### src/rtl/timer_pkg.sv
// Shared digit width and per-digit wrap limits for the M:SS countdown timer.
package timer_pkg;
    localparam int DIGIT_W = 4;
    localparam logic [DIGIT_W-1:0] SEC_ONES_MAX = 4'd9;
    localparam logic [DIGIT_W-1:0] SEC_TENS_MAX = 4'd5;
    localparam logic [DIGIT_W-1:0] MIN_MAX      = 4'd9;
endpackage

### src/rtl/bcd_down_digit.sv
// One down-counting BCD digit: load, decrement with wrap-to-MAX and borrow-out.
// Optional TIMER_MMSS_CLAMP_EN clamps out-of-range load values to MAX.
module bcd_down_digit
    import timer_pkg::*;
#(
    parameter logic [DIGIT_W-1:0] MAX = 4'd9
) (
    input  logic               clock,
    input  logic               clear,
    input  logic               load,
    input  logic [DIGIT_W-1:0] data,
    input  logic               dec,
    output logic [DIGIT_W-1:0] q,
    output logic               borrow,
    output logic               is_zero
);
    logic [DIGIT_W-1:0] r_q;
    logic [DIGIT_W-1:0] w_load_val;

`ifdef TIMER_MMSS_CLAMP_EN
    assign w_load_val = (data > MAX) ? MAX : data;
`else
    assign w_load_val = data;
`endif

    always_ff @(posedge clock) begin
        if (clear) begin
            r_q <= '0;
        end else if (load) begin
            r_q <= w_load_val;
        end else if (dec) begin
            r_q <= (r_q == '0) ? MAX : r_q - 1'b1;
        end
    end

    assign q       = r_q;
    assign is_zero = (r_q == '0);
    assign borrow  = dec && is_zero;
endmodule

### src/rtl/timer_mmss.sv
// M:SS BCD countdown timer with internal 1 s prescaler, zero flag and done pulse.
// Optional TIMER_MMSS_CLAMP_EN clamps out-of-range load digits (see bcd_down_digit).
module timer_mmss
    import timer_pkg::*;
#(
    parameter int TICKS_PER_SEC = 100
) (
    input  logic               clock,
    input  logic               clear,
    input  logic               loadn,
    input  logic               en,
    input  logic [DIGIT_W-1:0] data_sec_ones,
    input  logic [DIGIT_W-1:0] data_sec_tens,
    input  logic [DIGIT_W-1:0] data_min,
    output logic [DIGIT_W-1:0] sec_ones,
    output logic [DIGIT_W-1:0] sec_tens,
    output logic [DIGIT_W-1:0] min_digit,
    output logic               zero,
    output logic               done
);
    localparam int PW = (TICKS_PER_SEC > 1) ? $clog2(TICKS_PER_SEC) : 1;
    localparam logic [PW-1:0] PRESC_LAST = PW'(TICKS_PER_SEC - 1);

    logic [PW-1:0] r_presc;
    logic          r_done;
    logic          w_load;
    logic          w_count;
    logic          w_tick;
    logic          w_last_sec;
    logic          w_ones_borrow, w_tens_borrow, w_min_borrow;
    logic          w_ones_zero, w_tens_zero, w_min_zero;

    assign w_load  = !loadn;
    assign w_count = en && !zero && !w_load;
    assign w_tick  = w_count && (r_presc == PRESC_LAST);

    // Prescaler sits at 0 while the count is at 0:00 so the next load starts a full second.
    always_ff @(posedge clock) begin
        if (clear || w_load || zero) begin
            r_presc <= '0;
        end else if (w_count) begin
            r_presc <= w_tick ? '0 : r_presc + 1'b1;
        end
    end

    bcd_down_digit #(.MAX(SEC_ONES_MAX)) u_sec_ones (
        .clock   (clock),
        .clear   (clear),
        .load    (w_load),
        .data    (data_sec_ones),
        .dec     (w_tick),
        .q       (sec_ones),
        .borrow  (w_ones_borrow),
        .is_zero (w_ones_zero)
    );

    bcd_down_digit #(.MAX(SEC_TENS_MAX)) u_sec_tens (
        .clock   (clock),
        .clear   (clear),
        .load    (w_load),
        .data    (data_sec_tens),
        .dec     (w_ones_borrow),
        .q       (sec_tens),
        .borrow  (w_tens_borrow),
        .is_zero (w_tens_zero)
    );

    // Minutes borrow-out is never consumed: counting halts at 0:00 before it could wrap.
    bcd_down_digit #(.MAX(MIN_MAX)) u_min (
        .clock   (clock),
        .clear   (clear),
        .load    (w_load),
        .data    (data_min),
        .dec     (w_tens_borrow),
        .q       (min_digit),
        .borrow  (w_min_borrow),
        .is_zero (w_min_zero)
    );

    assign zero       = w_ones_zero && w_tens_zero && w_min_zero;
    assign w_last_sec = (sec_ones == 4'd1) && w_tens_zero && w_min_zero;

    always_ff @(posedge clock) begin
        if (clear || w_load) begin
            r_done <= 1'b0;
        end else begin
            r_done <= w_tick && w_last_sec;
        end
    end

    assign done = r_done;

    logic w_unused;
    assign w_unused = w_min_borrow;
endmodule

### config.mk
export PLATFORM = sky130hd
export DESIGN_NAME = timer_mmss
export DESIGN_NICKNAME = d
export VERILOG_FILES = /design/src/rtl/timer_pkg.sv /design/src/rtl/bcd_down_digit.sv /design/src/rtl/timer_mmss.sv
export SDC_FILE = /design/constraint.sdc
export NUM_CORES = 1
export LEC_CHECK = 0
export ABC_AREA = 1
export BUFFER_PORTS_ARGS = -buffer_cell sky130_fd_sc_hd__buf_2
export CORE_MARGIN = 2
export CORE_UTILIZATION = 52
export DETAILED_ROUTE_END_ITERATION = 12
export PLACE_DENSITY = 0.89
export SETUP_SLACK_MARGIN = 0.5
export SYNTH_ARGS = -nofsm -noshare
export SYNTH_HDL_FRONTEND = slang
export SYNTH_SLANG_ARGS = --single-unit
### constraint.sdc
create_clock -name clock -period 1.6 [get_ports clock]
set_clock_uncertainty 0.05 [all_clocks]
set_input_delay 0.08 -clock clock [delete_from_list [all_inputs] [get_ports clock]]
set_output_delay 0.08 -clock clock [all_outputs]
set_load 0.05 [all_outputs]
After elaboration in Yosys (flattened, before gate mapping) --
Cells that the tools add are included.
Cells by class: $add $sub $neg 4, mux-type cells 10, equal/unequal tests 5, reductions and logical operators 17
Operators with widths (count):
- $mux W4 | 9
- $logic_not A4 Y1 | 3
- $sub A4 B1 Y4 const B | 3
- $logic_and A1 B1 Y1 | 10
- $add A7 B1 Y7 const B | 1
- $eq A7 B7 Y1 const B | 1
- $mux W7 | 1
- $ne A2 B1 Y1 const B | 3
- $eq A4 B1 Y1 const B | 1
- $logic_not A1 Y1 | 2
- $logic_or A1 B1 Y1 | 2
Word-level totals: bits of input ports 16, flip-flop bits (word level) 20

Longest topological paths before layout --
Gate-level depths: netlist of run 1.
depth after elaboration 11, gate-level depth with buffers 9, mapped depth without buffers 9

Modules after synthesis --
A second synthesis of run 1 with hierarchy kept.
Unflattened totals: cells, all modules 183, area, all modules 1161.1 µm²
By module, submodules not included:
- bcd_down_digit at u_min ... | cells each 39, area each 235.2 µm², instances 2
- timer_mmss | cells each 66, area each 461.7 µm², instances 1
- bcd_down_digit at u_sec_tens | cells each 39, area each 229.0 µm², instances 1

Worst setup path before layout of run 1 --
OpenSTA, ideal clock, no wires.
path type reg2reg, from register u_min.r_q[0] (netlist: u_min.q[0]), to register u_sec_tens.r_q[0] (netlist: u_sec_tens.q[0]), cell stages (with the launch flop) 10, arrival time 1.474 ns, setup slack -0.037 ns, period minus slack after synthesis 1.637 ns, path buffers 0, path through dfxtp_1 nor2_2 nand2_1 nor2_4 nand2_4 nand3_4 nand2_4 nand2_2 nor2_1 nor2_1
Between the ends: longest elaborated chain between the ends 8
Ends and longest elaborated chain:
- from (decl) | line bcd_down_digit.sv:17 | logic [DIGIT_W-1:0] r_q;
- from (signal assigned) | line bcd_down_digit.sv:30 | r_q <= w_load_val;
- from (signal assigned) | line bcd_down_digit.sv:32 | r_q <= (r_q == '0) ? MAX : r_q - 1'b1;
- $logic_not A4 Y1 | line bcd_down_digit.sv:37 | assign is_zero = (r_q == '0);
- $logic_and A1 B1 Y1 | line timer_mmss.sv:80 | assign zero = w_ones_zero && w_tens_zero && w_min_zero;
- $logic_not A1 Y1 | line timer_mmss.sv:34 | assign w_count = en && !zero && !w_load;
- $logic_and A1 B1 Y1 (2 in a row) | line timer_mmss.sv:34
- $logic_and A1 B1 Y1 | line timer_mmss.sv:35 | assign w_tick = w_count && (r_presc == PRESC_LAST);
- $logic_and A1 B1 Y1 | line bcd_down_digit.sv:38 | assign borrow = dec && is_zero;
- $ne A2 B1 Y1 (no source line)
- to (signal assigned) | line bcd_down_digit.sv:30
- to (signal assigned) | line bcd_down_digit.sv:32
- to (decl) | line bcd_down_digit.sv:17
Every way passes these cells. A chain may end at the register's enable or synchronous reset.

Worst setup path after layout of run 1 --
from register u_sec_ones.r_q[3] (netlist: u_sec_ones.q[3]), to register u_min.r_q[2] (netlist: u_min.q[2])
Between the ends: longest elaborated chain between the ends 10
Ends and longest elaborated chain (line):
- from (decl) | bcd_down_digit.sv:17
- from (signal assigned) | bcd_down_digit.sv:30
- from (signal assigned) | bcd_down_digit.sv:32
- $logic_not A4 Y1 (*) | bcd_down_digit.sv:37
- $logic_and A1 B1 Y1 (2 in a row) | timer_mmss.sv:80
- $logic_not A1 Y1 | timer_mmss.sv:34
- $logic_and A1 B1 Y1 (2 in a row) | timer_mmss.sv:34
- $logic_and A1 B1 Y1 | timer_mmss.sv:35
- $logic_and A1 B1 Y1 (*) (2 in a row) | bcd_down_digit.sv:38
- $ne A2 B1 Y1 (no source line) (*)
Every way passes the cells marked *; elsewhere a longest branch is shown, timed or not.

==> results of run 1 <==
==> logic make-up after synthesis <==
family | after synthesis | share of synthesized area [%]
AND/OR/NAND/NOR | 107 | 43.61
AO/OA/AOI/OAI | 33 | 13.50
buffers and inverters | 22 | 6.847
flip-flops | 20 | 32.23
XOR/XNOR | 4 | 2.820
adder cells (fa/ha/maj) | 1 | 1.007
==> cells in the final DEF, fill, tap and decap left out, types with 2 or more instances in the layout <==
master,Yosys,routed
sky130_fd_sc_hd__nand2_2,2,5
sky130_fd_sc_hd__buf_4,0,19
sky130_fd_sc_hd__dfxtp_2,0,7
sky130_fd_sc_hd__nor2_1,27,21
sky130_fd_sc_hd__dfxtp_4,0,12
sky130_fd_sc_hd__nor2_2,3,5
sky130_fd_sc_hd__o21ai_1,2,5
sky130_fd_sc_hd__buf_8,0,6
sky130_fd_sc_hd__nand2_1,39,34
sky130_fd_sc_hd__nand2_4,4,5
sky130_fd_sc_hd__nor2_4,4,8
sky130_fd_sc_hd__a21oi_2,0,2
sky130_fd_sc_hd__inv_1,18,13
sky130_fd_sc_hd__buf_6,0,10
sky130_fd_sc_hd__nand3_1,16,12
sky130_fd_sc_hd__nand3_2,0,3
sky130_fd_sc_hd__xor2_1,3,3
sky130_fd_sc_hd__inv_2,1,5
sky130_fd_sc_hd__a21oi_1,16,14
sky130_fd_sc_hd__nor3_1,2,2
sky130_fd_sc_hd__nand3_4,1,2
sky130_fd_sc_hd__nand4_1,2,2
sky130_fd_sc_hd__o21ai_0,14,10
sky130_fd_sc_hd__buf_2,2,17
sky130_fd_sc_hd__nand3b_1,3,3
sky130_fd_sc_hd__clkbuf_4,0,8
==> sequential cells by signal (all words and copies together) (netlist names) <==
name / count
u_sec_ones.q: 4
r_presc: 7
u_min.q: 4
u_sec_tens.q: 4
done: 1
==> worst max path at each step <==
stage / start / end / slack, ps / cells past startpoint
detailed placement: r_presc[1]$_SDFFE_PP0P_ / u_min.q[2]$_SDFFE_PP0P_ / 160 / 8
floorplan: u_min.q[1]$_SDFFE_PP0P_ / u_sec_ones.q[0]$_SDFFE_PP0P_ / 270 / 8
finish: u_sec_ones.q[3]$_SDFFE_PP0P_ / u_min.q[2]$_SDFFE_PP0P_ / -30 / 9
global placement: r_presc[1]$_SDFFE_PP0P_ / u_min.q[1]$_SDFFE_PP0P_ / 180 / 8
CTS: u_sec_ones.q[1]$_SDFFE_PP0P_ / zero / 170 / 6
global route: u_sec_ones.q[3]$_SDFFE_PP0P_ / u_min.q[2]$_SDFFE_PP0P_ / -120 / 9
==> worst register-to-register path, stage by stage, from the launching register on <==
cell and delay, ps:
sky130_fd_sc_hd__dfxtp_4 380, sky130_fd_sc_hd__nor2_4 160, sky130_fd_sc_hd__nand2_4 80, sky130_fd_sc_hd__nor2_4 160, sky130_fd_sc_hd__buf_6 110, sky130_fd_sc_hd__nand4_1 180
sky130_fd_sc_hd__nand2_2 210, sky130_fd_sc_hd__inv_2 60, sky130_fd_sc_hd__nor2_1 110, sky130_fd_sc_hd__nor2_1 60
==> layer usage <==
layer	routed length (um)	vias up	track usage [%]
met5	0	-	0
met2	2338	135	49.79
met4	206	0	7.692
li1	-	732	-
met1	1819	735	36.60
met3	478	26	3.672
==> timing repair <==
item	CTS	global route
hold endpoints to repair	4	0
resized for setup	25	49
setup buffers	18	9
hold buffers	1	0
gates cloned	0	0
pin swaps	11	18
endpoints found under the setup margin	24	31
==> area by class of cell <==
| class | instances | area share [%] |
|---|---|---|
| Multi-Input combinational cell | 145 | 44.69 |
| Timing Repair Buffer | 58 | 24.42 |
| Sequential cell | 20 | 23.21 |
| Inverter | 19 | 4.028 |
| Clock buffer | 4 | 1.854 |
| Tap cell | 28 | 1.790 |
==> power by group <==
group | internal (uW) | switching, uW | leakage [uW]
Clock | 139 | 176 | 0.0000210
Sequential | 518 | 35.5 | 0.000175
Combinational | 217 | 320 | 0.000676
Total | 874 | 531 | 0.000872
==> cells in the mapped netlist <==
cell	n	area (um2)
sky130_fd_sc_hd__nand2_1	39	146.4
sky130_fd_sc_hd__nor2_1	27	101.4
sky130_fd_sc_hd__dfxtp_1	20	400.4
sky130_fd_sc_hd__inv_1	18	67.56
sky130_fd_sc_hd__a21oi_1	16	80.08
sky130_fd_sc_hd__nand3_1	16	80.08
sky130_fd_sc_hd__o21ai_0	14	70.07
sky130_fd_sc_hd__nand2_4	4	45.04
sky130_fd_sc_hd__nor2_4	4	45.04
sky130_fd_sc_hd__nand3b_1	3	22.52
sky130_fd_sc_hd__nor2_2	3	18.77
sky130_fd_sc_hd__xor2_1	3	26.28
sky130_fd_sc_hd__buf_2	2	10.01
sky130_fd_sc_hd__nand2_2	2	12.51
sky130_fd_sc_hd__nand4_1	2	12.51
sky130_fd_sc_hd__nor3_1	2	10.01
sky130_fd_sc_hd__o21ai_1	2	10.01
sky130_fd_sc_hd__clkbuf_1	1	3.750
sky130_fd_sc_hd__ha_1	1	12.51
sky130_fd_sc_hd__inv_2	1	3.750
sky130_fd_sc_hd__nand3_4	1	17.52
sky130_fd_sc_hd__nor3_2	1	10.01
sky130_fd_sc_hd__nor3b_1	1	7.510
sky130_fd_sc_hd__nor4_1	1	6.260
sky130_fd_sc_hd__o31ai_1	1	7.510
sky130_fd_sc_hd__or2_2	1	6.260
sky130_fd_sc_hd__xnor2_1	1	8.760
==> metrics by stage <==
stage | cells | worst slack [ps]
finish | 274 | -34.80
global route | 274 | -121.7
CTS | 265 | 174.0
detailed placement | 242 | 164.5
global placement | 242 | 183.3
floorplan | 187 | 268.5
==> results, run 1 <==
- The number of buffers and inverters on the critical path is 2.
- Setup repair after global routing could not meet its margin everywhere.
- The die is 52.88 um tall.
- The via count is 1628.
- Measured along the x axis, the die boundary spans 52.88 um.
- The cell with the largest stage delay on the worst path is sky130_fd_sc_hd__dfxtp_4.
- Power comes to 1405 uW.
- After synthesis, the netlist uses 27 different library cells.
- Counting instances, the worst hold path has a depth of 5.
- The area growth from synthesis to layout is 57.50%.
- The total CTS buffers is 3.
- Input and output buffers added on the ports amount to 29.
- Counting flops and latches in the post-synthesis netlist gives 20.
- The remaining number of nets flagged by the antenna check after routing is 0.
- The per-cell routed wire length is 17.67 um.
- In this run the mean area of a mapped cell was 6.644 um2.
- The starting density of the core is 55.63%.
- The summed area of non-filler cells in the final layout is 1957 um2.
- The final clock period utilization by the worst path is 102.2%.
- At the end of routability-driven placement, the weighted congestion stood at 0.8146.
- In this design, the stage delay of the slowest critical-path cell is 380 ps.
- The first TritonRoute pass finished after 4 iterations.
- Setup slack on the worst reg-to-reg path comes out at -30 ps.
- The ratio of routed vias to standard cells is 5.942.
- The first global-routing pass estimated 5.947 mm of wire.
- STA classifies the critical path startpoint as a flip-flop.
- The worst register-to-register path has a depth of 9.
- The startpoint identified for the worst register-to-register timing path is u_sec_ones.q[3]$_SDFFE_PP0P_.
- The worst-case headroom to the max-slew limit is 69.11%.
- The filler cell count in the final layout is 120.
- For the finished layout, the period the worst path requires is 1635 ps.
- The number of antenna violations at the first check in global routing is 0.
- In this run the critical register-to-register path is captured at u_min.q[2]$_SDFFE_PP0P_.
- The final wirelength is 4.842 mm.
- The count of synthesis-stage warnings from yosys is 0.
- The area taken by multi-input logic gates is 874.6 um2.
- The flow ran to the end, but the final reports show violations.
- TritonCTS built the clock tree.
- The count of unresolved DRC violations after routing is 0.
- The hold slack is 42.05 ps.
- In the post-route analysis, the smallest setup slack over all paths is -34.80 ps.
- The flip-flop and latch area is 454.2 um2.
- The kind of end point of the critical path is a flip-flop.
- The post-synthesis sequential area ratio is 32.23%.
- The final hold violation count was 0.
- Summed over all cells, the static leakage comes to 0.0008716 uW.
- The die area is 2796 um2.
- The repair_antennas step left the layout with diodes totalling 0.
- The cell family with the largest share of critical-path delay is simple AND/OR/NAND/NOR gates.
- The maximum vdd ir drop is 0.6732 mV.
- For this run, the share of the core covered by cells in the final layout is 87.62%.
- The core area is 2233 um2.
- The fraction of final layout cells sized beyond drive strength 1 is 49.19%.
- The accumulated negative setup slack is -78.26 ps.
- Clock tree synthesis found a total of 20 sinks.
- Detailed placement finished with a half-perimeter wire length of 2.051 mm.
- Across every metal layer, demand over resource in global routing totals 28.49%.
- The max-slew violation count is 0.
- The maximum number of pins on one net before global-route repair is 19.
- The arrival time of the worst setup path is 1810 ps.
- The number of design-rule violations left by the first detailed-router iteration is 89.
- The number of setup violations in the final report is 3.
- CTS placed an instance of sky130_fd_sc_hd__clkbuf_4 at the clock tree root.
- At the pin with the least slew margin, the transition time is 462.8 ps.
- The number of nets at the end of the flow is 264.
- The clock passes through at most 2 buffers.
- The synthesized net count is 204.
- The clock latency of the later-clocked register in the worst-skew pair is 320 ps.
- For this design the ratio of total power to cell area is 718.0 nW/um2.
- The via count of the first global-routing pass was 1364.
- In this run the core area contains 17 standard-cell rows.
- The critical path start-end classification is reg2reg.
- The worst hold endpoint is u_sec_tens.q[0]$_SDFFE_PP0P_.
- The required time at the worst-slack endpoint is 1780 ps.
- The signal on the critical path passes through nor2_4, nand2_4, nor2_4, buf_6, nand4_1, nand2_2, inv_2, nor2_1, nor2_1.
- The maximum fanout along the worst path is 4.
- After clock tree synthesis, the clock-pin slew on the worst setup and hold paths is 130 ps.
- The synthesized cell area is 1242 um2.
- The maximum clock frequency is 611.7 MHz.
- The startpoint of the most critical hold path is data_sec_tens[0].
- After technology mapping, the gate count stands at 187.
- The total I/O pin count is 30.
- The max-cap check violation count is 0.
- The kind of path behind the tightest hold check is in2reg.
- Summed over all layers, the global routing overflow is 0.
- CTS built an H-tree with a depth of 1.
- The total placed instance area is 1500 um2.
- The final reports fail on negative setup slack.
Note: power is estimated with default switching activity, not from simulation.
==> run 2, diff against run 1 <==
--- a/config.mk
+++ b/config.mk
@@ -8,10 +8,12 @@
 export ABC_AREA = 1
 export BUFFER_PORTS_ARGS = -buffer_cell sky130_fd_sc_hd__buf_2
 export CORE_MARGIN = 2
-export CORE_UTILIZATION = 52
+export CORE_UTILIZATION = 55
+export CTS_BUF_LIST = sky130_fd_sc_hd__clkbuf_4
 export DETAILED_ROUTE_END_ITERATION = 12
-export PLACE_DENSITY = 0.89
-export SETUP_SLACK_MARGIN = 0.5
+export GPL_TIMING_DRIVEN = 0
+export PLACE_DENSITY = 0.93
+export SETUP_SLACK_MARGIN = 0.05
 export SYNTH_ARGS = -nofsm -noshare
 export SYNTH_HDL_FRONTEND = slang
 export SYNTH_SLANG_ARGS = --single-unit
==> run 2 against run 1 <==
Net effect:
- the run now ends clean
- clock-buffer cell count decreased by 1
- flip-flop and latch count unchanged
- design area down 21%
- largest power group unchanged
==> results, run 2 (synthesized netlist as in run 1, its figures left out) <==
- Outcome: completed (was finished, violations left).
- The startpoint class of the critical path is a flip-flop (unchanged).
- The count of unresolved DRC violations after routing was 0 (unchanged).
- The residual overflow from global routing is 0 (unchanged).
- The maximum number of pins on one net before global-route repair is 12 (was 19).
- The total clock sinks is 20 (unchanged).
- The worst hold endpoint is u_min.q[3]$_SDFFE_PP0P_ (was u_sec_tens.q[0]$_SDFFE_PP0P_).
- The critical register-to-register path startpoint is u_sec_ones.q[1]$_SDFFE_PP0P_ (was u_sec_ones.q[3]$_SDFFE_PP0P_).
- The total CTS buffers came to 3 (unchanged).
- The via count of the first global-routing pass is 1192 (was 1364).
- The core area was 2170 um2 (was 2233 um2).
- The power density over the cells was 757.2 nW/um2 (was 718.0 nW/um2).
- The quantity of I/O buffers inserted on ports is 29 (unchanged).
- The kind of path behind the tightest hold check is in2reg (unchanged).
- The vertical die dimension came to 51.53 um (was 52.88 um).
- The final core utilization was 71.63% (was 87.62%).
- The kind of end point of the critical path is a primary output (was flip-flop).
- The number of antenna violations at the first check in global routing is 0 (unchanged).
- The maximum vdd ir drop is 0.5790 mV (was 0.6732 mV).
- The area taken by multi-input logic gates was 795.8 um2 (was 874.6 um2).
- The global-route usage over all layers came to 23.59% (was 28.49%).
- The final wirelength was 2.930 mm (was 4.842 mm).
- The area growth from synthesis to final layout came to 25.08% (was 57.50%).
- The flip-flop and latch area is 424.2 um2 (was 454.2 um2).
- The cell family with the largest share of critical-path delay is simple AND/OR/NAND/NOR gates (unchanged).
- The remaining number of nets flagged by the antenna check after routing came to 0 (unchanged).
- The clock latency of the later-clocked register in the worst-skew pair is 310 ps (was 320 ps).
- The terminus of the critical flop-to-flop path is u_sec_ones.q[0]$_SDFFE_PP0P_ (was u_min.q[2]$_SDFFE_PP0P_).
- The antenna diode count is 0 (unchanged).
- The max-slew violation count came to 0 (unchanged).
- Commonest non-fill, non-tap cells in the layout: 38 x sky130_fd_sc_hd__nand2_1, 30 x sky130_fd_sc_hd__buf_2, 27 x sky130_fd_sc_hd__nor2_1, 17 x sky130_fd_sc_hd__inv_1 (was 34 x sky130_fd_sc_hd__nand2_1, 21 x sky130_fd_sc_hd__nor2_1, 19 x sky130_fd_sc_hd__buf_4, 17 x sky130_fd_sc_hd__buf_2, 14 x sky130_fd_sc_hd__a21oi_1).
- The most common library cell in the layout ignoring fill and taps is sky130_fd_sc_hd__nand2_1 (unchanged).
- The ratio of routed vias to standard cells is 5.341 (was 5.942).
- The per-cell routed wire length is 11.63 um (was 17.67 um).
- Cell Chain, Critical Path: nor2_4, nand2_4, nor2_4, nand2_4, inv_2, buf_8 (was nor2_4, nand2_4, nor2_4, buf_6, nand4_1, nand2_2, inv_2, nor2_1, nor2_1).
- The minimum clock period after layout was 1496 ps (was 1635 ps).
- The final clock period utilization by the worst path is 93.52% (was 102.2%).
- The die area was 2655 um2 (was 2796 um2).
- The depth of the CTS H-tree is 1 (unchanged).
- The number of design-rule violations left by the first detailed-router iteration is 46 (was 89).
- The number of flip-flops under the largest register name is 7 (unchanged).
- The clock tree from TritonCTS is done (unchanged).
- The maximum clock path buffer count is 2 (unchanged).
- The register bank with the most flops is r_presc (unchanged).
- The clock root buffer is sky130_fd_sc_hd__clkbuf_4 (unchanged).
- The count of buffer and inverter cells on the critical path is 2 (unchanged).
- The total I/O pin count came to 30 (unchanged).
- The critical path start-end classification is reg2out (was reg2reg).
- The count of standard-cell rows came to 17 (unchanged).
- The global-route wire length before repair is 4.871 mm (was 5.947 mm).
- The path depth of the worst reg2reg path is 8 (was 9).
- The required time at the worst-slack endpoint is 1470 ps (was 1780 ps).
- The filler cell count in the final layout is 186 (was 120).
- The via count is 1346 (was 1628).
- The width of the chip came to 51.53 um (was 52.88 um).
- The accumulated negative setup slack is 0 ps (was -78.26 ps).
- The detailed-router iteration count before antenna repair is 4 (unchanged).
- The max-cap check violation count is 0 (unchanged).
- The slack of the worst reg-to-reg path is 150 ps (was -30 ps).
- RSZ-0062 raised after global routing: yes (unchanged).
- The number of nets at the end of the flow was 242 (was 264).
- The worst-case headroom to the max-slew limit is 69.33% (was 69.11%).
- The instance count along the most critical hold path is 3 (was 5).
- The startpoint of the most critical hold path is data_min[3] (was data_sec_tens[0]).
- The cell with the largest stage delay on the worst path is sky130_fd_sc_hd__dfxtp_2 (was sky130_fd_sc_hd__dfxtp_4).
- The fraction of final layout cells sized beyond drive strength 1 was 31.25% (was 49.19%).
- The arrival time of the worst setup path is 1370 ps (was 1810 ps).
- The starting density of the core is 57.27% (was 55.63%).
- The final hold violation count was 0 (unchanged).
- The placer congestion estimate is 0.8142 (was 0.8146).
- The largest stage delay on the critical path is 370 ps (was 380 ps).
- The maximum clock frequency is 668.3 MHz (was 611.7 MHz).
- The leakage dissipation is 0.0007205 uW (was 0.0008716 uW).
- The number of setup violations in the final report is 0 (was 3).
- The half-perimeter wire length after detailed placement is 2.107 mm (was 2.051 mm).
- The maximum fanout along the worst path is 6 (was 4).
- The clock-pin slew on the worst setup and hold paths is 110 ps (was 130 ps).
- The actual slew at the worst max-slew pin is 460.0 ps (was 462.8 ps).
-- run 2: report_power, final --
group          internal (uW)  switching [uW]  total, uW
Combinational            123             241        364
Sequential               525            38.4        564
Clock                   91.1             158        249
Total                    740             437       1180
-- run 2: layout make-up --
type                            count  share of cell area (%)
Buffer                              3                  0.8857
Clock buffer                        3                   1.449
Clock inverter                      1                  0.2415
Inverter                           19                   4.589
Multi-Input combinational cell    145                   51.21
Sequential cell                    20                   27.29
Tap cell                           28                   2.254
Timing Repair Buffer               33                   12.08
-- run 2: worst max-delay path by stage --
stage | slack, ps | from | depth (start not counted) | endpoint
after global placement | 70 | r_presc[0]$_SDFFE_PP0P_ | 8 | u_min.q[1]$_SDFFE_PP0P_
final | 100 | u_sec_ones.q[1]$_SDFFE_PP0P_ | 6 | zero
after global routing | 40 | u_sec_ones.q[1]$_SDFFE_PP0P_ | 6 | zero
after floorplan | 110 | u_min.q[3]$_SDFFE_PP0P_ | 7 | u_sec_tens.q[0]$_SDFFE_PP0P_
after detailed placement | 60 | r_presc[0]$_SDFFE_PP0P_ | 8 | u_sec_tens.q[1]$_SDFFE_PP0P_
after CTS | 40 | u_min.q[0]$_SDFFE_PP0P_ | 6 | zero
-- run 2: routing by layer --
layer	routed length, um	GRT usage (%)	up-vias
met1	1226	29.09	613
li1	-	-	686
met4	21	6.579	0
met3	154	2.874	2
met5	0	0	-
met2	1528	42.95	45
-- run 2: worst min-delay path: stages --
cell and delay (ps):
sky130_fd_sc_hd__buf_2 100, sky130_fd_sc_hd__o21ai_0 140, sky130_fd_sc_hd__nor3_1 50
-- run 2: stage by stage --
| step | instance area (um2) | cells | hold slack, ps | power, uW | setup WS [ps] |
|---|---|---|---|---|---|
| after detailed placement | 1436 | 244 | 255.8 | 905.7 | 59.03 |
| final | 1554 | 252 | 53.25 | 1177 | 103.6 |
| after global routing | 1554 | 252 | 110.8 | 1240 | 38.25 |
| after floorplan | 1256 | 187 | 91.65 | 826.3 | 114.7 |
| after global placement | 1436 | 244 | 255.0 | 898.9 | 66.04 |
| after CTS | 1481 | 249 | 49.42 | 1154 | 43.95 |
-- run 2: what timing repair did --
item,CTS,global route
hold endpoints to repair,4,0
pin swaps,0,4
endpoints found under the setup margin,4,19
buffers inserted,0,3
resized for setup,3,13
hold buffers,1,0
